[config.mk]
export PLATFORM = sky130hd
export DESIGN_NAME = rom_stream_dumper
export DESIGN_NICKNAME = d
export VERILOG_FILES = /design/src/rtl/rom_stream_dumper.sv
export SDC_FILE = /design/constraint.sdc
export NUM_CORES = 1
export LEC_CHECK = 0
export CELL_PAD_IN_SITES_DETAIL_PLACEMENT = 0
export CELL_PAD_IN_SITES_GLOBAL_PLACEMENT = 2
export CORE_UTILIZATION = 26
export DETAILED_ROUTE_END_ITERATION = 10
export PLACE_DENSITY_LB_ADDON = 0.1
export SYNTH_ARGS = -nofsm -noshare
export SYNTH_HDL_FRONTEND = slang
export SYNTH_SLANG_ARGS = --single-unit
[constraint.sdc]
create_clock -name clk -period 2.4 [get_ports clk]
set_input_delay 0.6 -clock clk [delete_from_list [all_inputs] [get_ports clk]]
set_output_delay 0.6 -clock clk [all_outputs]
set_load 0.01 [all_outputs]
[src/rtl/rom_stream_dumper.sv]
// Reads ROM from address 0 to LAST_ADDRESS and hands each word to a host that paces the
// transfer with a slow asynchronous sck strobe, acknowledging every consumed word.
module rom_stream_dumper #(
  parameter int unsigned               DATA_WIDTH    = 16,
  parameter int unsigned               ADDRESS_WIDTH = 16,
  parameter logic [ADDRESS_WIDTH-1:0]  LAST_ADDRESS  = {ADDRESS_WIDTH{1'b1}}
) (
  input  logic                     clk,
  input  logic                     reset,
  input  logic                     dump,
  input  logic                     sck,
  output logic                     output_valid,
  output logic [DATA_WIDTH-1:0]    output_data,
  output logic                     ack,
  output logic                     done,
  input  logic                     rom_busy,
  input  logic                     rom_initialized,
  input  logic [DATA_WIDTH-1:0]    rom_data,
  output logic                     rom_request,
  output logic [ADDRESS_WIDTH-1:0] rom_address
);

  typedef enum logic [2:0] {
    StIdle,
    StWaitReady,
    StRequest,
    StReading,
    StPresent,
    StDone
  } state_e;

  state_e                   state_q, state_d;
  logic                     sck_s1_q, sck_s2_q, sck_s3_q;
  logic                     dump_q;
  logic                     rom_request_q, rom_request_d;
  logic                     output_valid_q, output_valid_d;
  logic [DATA_WIDTH-1:0]    output_data_q, output_data_d;
  logic                     ack_q, ack_d;
  logic                     done_q, done_d;
  logic [ADDRESS_WIDTH-1:0] rom_address_q, rom_address_d;

  logic sck_rise;
  logic dump_rise;
  logic rom_ready;

  assign sck_rise  = sck_s2_q & ~sck_s3_q;
  assign dump_rise = dump & ~dump_q;
  assign rom_ready = ~rom_busy & rom_initialized;

  always_ff @(posedge clk) begin
    if (reset) begin
      state_q        <= StIdle;
      sck_s1_q       <= 1'b0;
      sck_s2_q       <= 1'b0;
      sck_s3_q       <= 1'b0;
      dump_q         <= 1'b0;
      rom_request_q  <= 1'b0;
      output_valid_q <= 1'b0;
      output_data_q  <= '0;
      ack_q          <= 1'b0;
      done_q         <= 1'b0;
      rom_address_q  <= '0;
    end else begin
      state_q        <= state_d;
      sck_s1_q       <= sck;
      sck_s2_q       <= sck_s1_q;
      sck_s3_q       <= sck_s2_q;
      dump_q         <= dump;
      rom_request_q  <= rom_request_d;
      output_valid_q <= output_valid_d;
      output_data_q  <= output_data_d;
      ack_q          <= ack_d;
      done_q         <= done_d;
      rom_address_q  <= rom_address_d;
    end
  end

  always_comb begin
    state_d        = state_q;
    rom_request_d  = rom_request_q;
    output_valid_d = output_valid_q;
    output_data_d  = output_data_q;
    ack_d          = 1'b0;
    done_d         = done_q;
    rom_address_d  = rom_address_q;

    // Dropping dump aborts from anywhere; an in-flight ROM read is left to finish on its own.
    if (state_q != StIdle && !dump) begin
      state_d        = StIdle;
      rom_request_d  = 1'b0;
      output_valid_d = 1'b0;
      done_d         = 1'b0;
    end else begin
      unique case (state_q)
        StIdle: begin
          if (dump_rise) begin
            rom_address_d = '0;
            done_d        = 1'b0;
            state_d       = StWaitReady;
          end
        end
        StWaitReady: begin
          if (rom_ready) begin
            rom_request_d = 1'b1;
            state_d       = StRequest;
          end
        end
        StRequest: begin
          if (rom_busy) begin
            rom_request_d = 1'b0;
            state_d       = StReading;
          end
        end
        StReading: begin
          if (!rom_busy) begin
            output_data_d  = rom_data;
            output_valid_d = 1'b1;
            state_d        = StPresent;
          end
        end
        StPresent: begin
          if (sck_rise) begin
            output_valid_d = 1'b0;
            ack_d          = 1'b1;
            if (rom_address_q == LAST_ADDRESS) begin
              done_d  = 1'b1;
              state_d = StDone;
            end else begin
              rom_address_d = rom_address_q + 1'b1;
              state_d       = StWaitReady;
            end
          end
        end
        StDone: begin
          done_d = 1'b1;
        end
        default: begin
          state_d = StIdle;
        end
      endcase
    end
  end

  assign rom_request  = rom_request_q;
  assign output_valid = output_valid_q;
  assign output_data  = output_data_q;
  assign ack          = ack_q;
  assign done         = done_q;
  assign rom_address  = rom_address_q;

endmodule

# Yosys cells after proc, flatten, opt, wreduce, memory -nomap -nowiden
# Cells that the tools add are included.
# Widths: inputs -> output; s select.
[op_classes] addsub=1 mul=0 div=0 magnitude_cmp=0 n_eq_ne=13 n_shift=0 muxes=22 bitwise=9 reduce_logical=16
[ops] op="$mux 16" n=3
[ops] op="$pmux 16 s2" n=1
[ops] op="$mux 3" n=6
[ops] op="$pmux 3 s6" n=1
[ops] op="$add 16x1->16 const B" n=1
[ops] op="$eq 16x16->1 const B" n=1
[ops] op="$ne 2x2->1 const B" n=7
[ops] op="$reduce_and 3->1" n=3
[ops] op="$mux 1" n=8
[ops] op="$eq 3x2->1 const B" n=2
[ops] op="$eq 3x3->1 const B" n=2
[ops] op="$not 1->1" n=6
[ops] op="$reduce_and 6->1" n=1
[ops] op="$reduce_bool 2->1" n=3
[ops] op="$reduce_bool 3->1" n=2
[ops] op="$reduce_and 5->1" n=1
[ops] op="$pmux 1 s2" n=2
[ops] op="$reduce_and 4->1" n=1
[ops] op="$and 1x1->1" n=3
[ops] op="$eq 3x1->1 const B" n=1
[ops] op="$logic_not 3->1" n=1
[ops] op="$pmux 1 s3" n=1
[ops] op="$reduce_or 3->1" n=1
[ops] op="$reduce_or 2->1" n=1
[ops] op="2 further kinds" n=2
[totals] reg_bits=43 latchBits=0 mem_bits_rw=0 romBits=0 input_bits=22 word_cells=72 memories=0

# Longest topological paths before layout
[logic_depth] ltp_word=4 depth_mapped=7

# Least setup slack after synthesis
# Ideal clock, no wire load.
[synth_timing] path_kind="input to register" startpoint="in dump" endpoint="reg rom_address_q[12] (netlist: rom_address[12])" setup_time_ns=0.074 arrival_ns=1.905 t_required_ns=2.326 slack_ns=0.421 path_stages=6 n_path_buf=0 cell_sequence="or3b_1 or3_4 clkinv_4 o21ai_4 or3_1 o21ai_0"
[synth_between] elab_chain_len=4 word_cells_on_any_way=6
[synth_rtl] item="start, declared" line_no="10" rtl="input logic dump,"
[synth_rtl] item="parallel branches: the longest is 3 deep, another holds $ne 2x2->1"
[synth_rtl] item="$reduce_and 5->1 (no line) *"
[synth_rtl] item="end signal, assigned" line_no="74" rtl="rom_address_q <= rom_address_d;"
[synth_rtl] item="end, declared" line_no="40" rtl="logic [ADDRESS_WIDTH-1:0] rom_address_q, rom_address_d;"
# Every way passes the cells marked *.
# A chain may end at the register's enable or synchronous reset.

# Final worst setup path
[layout_timing] startpoint="reg rom_address_q[6] (netlist: rom_address[6])" endpoint="out rom_address[6]"
[layout_rtl] item="end, declared" line_no="20" rtl="output logic [ADDRESS_WIDTH-1:0] rom_address"
# No word-level cell between the ends.

==> out/qor.csv <==
metric,value,unit
Power Total,1.61,mW
full die area,7670,um^2
CP max FO,10,
Clock Path Buffers,2,
max_slew headroom,47.2,%
initial DRC count,76,
worst hold path class,reg -> reg,
worst reg2reg setup slack,0.43,ns
minimum clock period,1.99,ns
placed insts,398,
Syn. warnings,0,
RSZ-0062 raised after global routing,false,
Sw Pwr,0.501,mW
die span in y,87.6,um
Post-synth EDFFs,0,
port bufs,57,
worst path bufs/invs,1,
Post-DRT Antenna Nets,0,
vias post-DR,1922,
Starting Density,27.4,%
outcome,completed,
Syn Nets,260,
Diodes inserted,0,
Die Width,87.6,um
period utilisation layout,82.8,%
Post-Syn Area,1900,um^2
slowest cell delay on critical path,0.60,ns
f_max,503,MHz
"FFs w/ async S/R, synth",0,%
critical path class,reg -> out,
CP endpoint kind,output pin,
TritonCTS Buffers,5,
switching part of the total,31.1,%
clock share of power,29.1,%
setup violators final,0,
# clock sinks,43,
initial antenna violation count,0,
Clock transition at path regs,0.08,ns
root cell of the clock tree,clkbuf_8,
"Arr. time, crit path",1.39,ns
sequential power share,47.5,%
Worst path top cell family by delay,buffers and inverters,
Yosys reg bits,43,
sequential share of the synthesized area,45.2,%
Slew @ Worst Pin,0.784,ns
Most used DFF post-synth,dfxtp_1,
reported max-cap violation count,0,
DRT Pass-1 Iters,4,
skew final,0.00891,ns
CTS tree,done,
startpoint types,register,
hold buffer count at cts,0,
GR Util All Layers,15.6,%
final net count,332,
Non-Filler Instances,406,
gr ovfl total,0,
DRT Wirelength,5450,um
HPWL Detailed,3910,um
pwr/cell area,577,nW/um^2
leakage,0.932,nW
"Hold Vio Cnt, Final",0,
# rows,30,
mean area per synthesized cell,8.03,um^2
VDD IR max,0.223,mV
first-pass GRT wire length,9290,um
Placer Congestion,0.732,
clk_lat worst skew,0.30,ns
Synth-to-Final Area Change,46.5,%
final setup TNS,0,ns
max-slew violation count,0,
drt wl/cell,13.4,um
largest net degree at the start of global routing,23,
worst path required time,1.80,ns
Std-Cell Core Area,6940,um^2
critical path cell sequence,clkdlybuf4s50_1,
CP max stage cell,clkdlybuf4s50_1,
number of global-route vias before repair,1865,
count of cell types in the netlist,43,
io pins,58,
H-Tree Level Count,2,
ratio of cells with drive above 1 in the final layout,10.3,%
Pint,1.11,mW
number of remaining DRC errors,0,
Vias/cell,4.73,
Comb power frac,23.4,%
Synth Instances,237,
==> final cells by class <==
cell class | instances | area [um^2]
fillers | 719 | 4160
multi-input cells | 177 | 971
flip-flops and latches | 43 | 861
repair buffers | 75 | 721
well taps | 96 | 120
clock buffers | 6 | 72.6
inverters | 7 | 31.3
clock inverters | 2 | 12.5
==> per-stage QoR <==
stage          cell area, um^2  setup WS [ns]  hold slack, ns  util [%]
6_report                  2790          0.413           0.442      40.2
3_3_place_gp              2700         -0.174           0.419      38.9
4_1_cts                   2790          0.111           0.450      40.1
3_5_place_dp              2700         -0.192           0.428      38.9
5_1_grt                   2790          0.123           0.473      40.2
2_1_floorplan             1900          0.421           0.414         -
==> power by group through the flow <==
| stage | combinational (mW) | clock (mW) | sequential [mW] |
|---|---|---|---|
| 2_1_floorplan | 0.236 | 0 | 0.771 |
| 3_3_place_gp | 0.379 | 0 | 0.781 |
| 3_5_place_dp | 0.375 | 0 | 0.781 |
| 4_1_cts | 0.376 | 0.487 | 0.764 |
| 5_1_grt | 0.426 | 0.520 | 0.769 |
| 6_report | 0.376 | 0.468 | 0.764 |
==> sequential cells by signal, summed over array words and instances, names as in the netlist <==
name / count
output_data: 16
rom_address: 16
state_q: 3
ack: 1
done: 1
dump_q: 1
output_valid: 1
rom_request: 1
sck_s1_q: 1
sck_s2_q: 1
sck_s3_q: 1
==> placed cells by master (no fill, tap or decap), types with 2 or more instances in the layout <==
cell type / n
and3_1: 3
nor2_1: 11
nor3_1: 6
clkbuf_8: 5
nor4_1: 2
o31ai_1: 5
buf_4: 17
a21oi_1: 28
nor3b_1: 3
and2_1: 2
and4_1: 2
clkdlybuf4s50_1: 56
o211ai_1: 5
inv_1: 6
nand2_1: 48
dfxtp_1: 43
nand2b_1: 3
nand3_1: 7
nand4_1: 8
o22ai_1: 2
or3_1: 3
o21ai_0: 13
nor2b_1: 5
or2_2: 2
==> synthesized netlist by cell type, types with 3 or more instances <==
master,count,area share [%]
dfxtp_1,43,45
nand4_1,8,2.6
nor2_1,11,2.2
o211ai_1,5,2.0
o31ai_1,5,2.0
a21oi_1,28,7.4
nor3b_1,3,1.2
nor2b_1,5,1.6
nand2b_1,3,0.99
o21ai_0,13,3.4
and3_1,3,0.99
nand2_1,48,9.5
or3_1,3,0.99
nand3_1,7,1.8
nor3_1,6,1.6
clkbuf_1,8,1.6
inv_1,6,1.2
==> final timing paths <==
check                                     from              to  cells after the start
worst max-delay path            rom_address[6]  rom_address[6]                      1
worst min-delay path                  sck_s1_q        sck_s2_q                      1
worst max register to register  rom_address[1]  rom_address[3]                      6
worst min register to register        sck_s1_q        sck_s2_q                      1
==> cell families after synthesis <==
kind of cell               Yosys count  share of synthesized area (%)
AOI/OAI and AO/OA                   64                           20.4
adders and majority gates            1                          0.657
buffers and inverters               17                           3.75
DFF                                 43                           45.2
muxes                                1                          0.526
and+or+nand+nor                    111                           29.4
==> layer usage <==
metal	track usage (%)	routed length [um]
met1	21.1	2650
met2	23.9	2400
met4	4.47	63
met3	4.81	331
met5	0	0
==> timing repair <==
action / 4_1_cts / 5_1_grt
gates resized for setup: 0 / 1
setup endpoints to repair: 0 / 1
buffers inserted: 0 / 0
No activity file was read; power rests on OpenSTA's default activity.
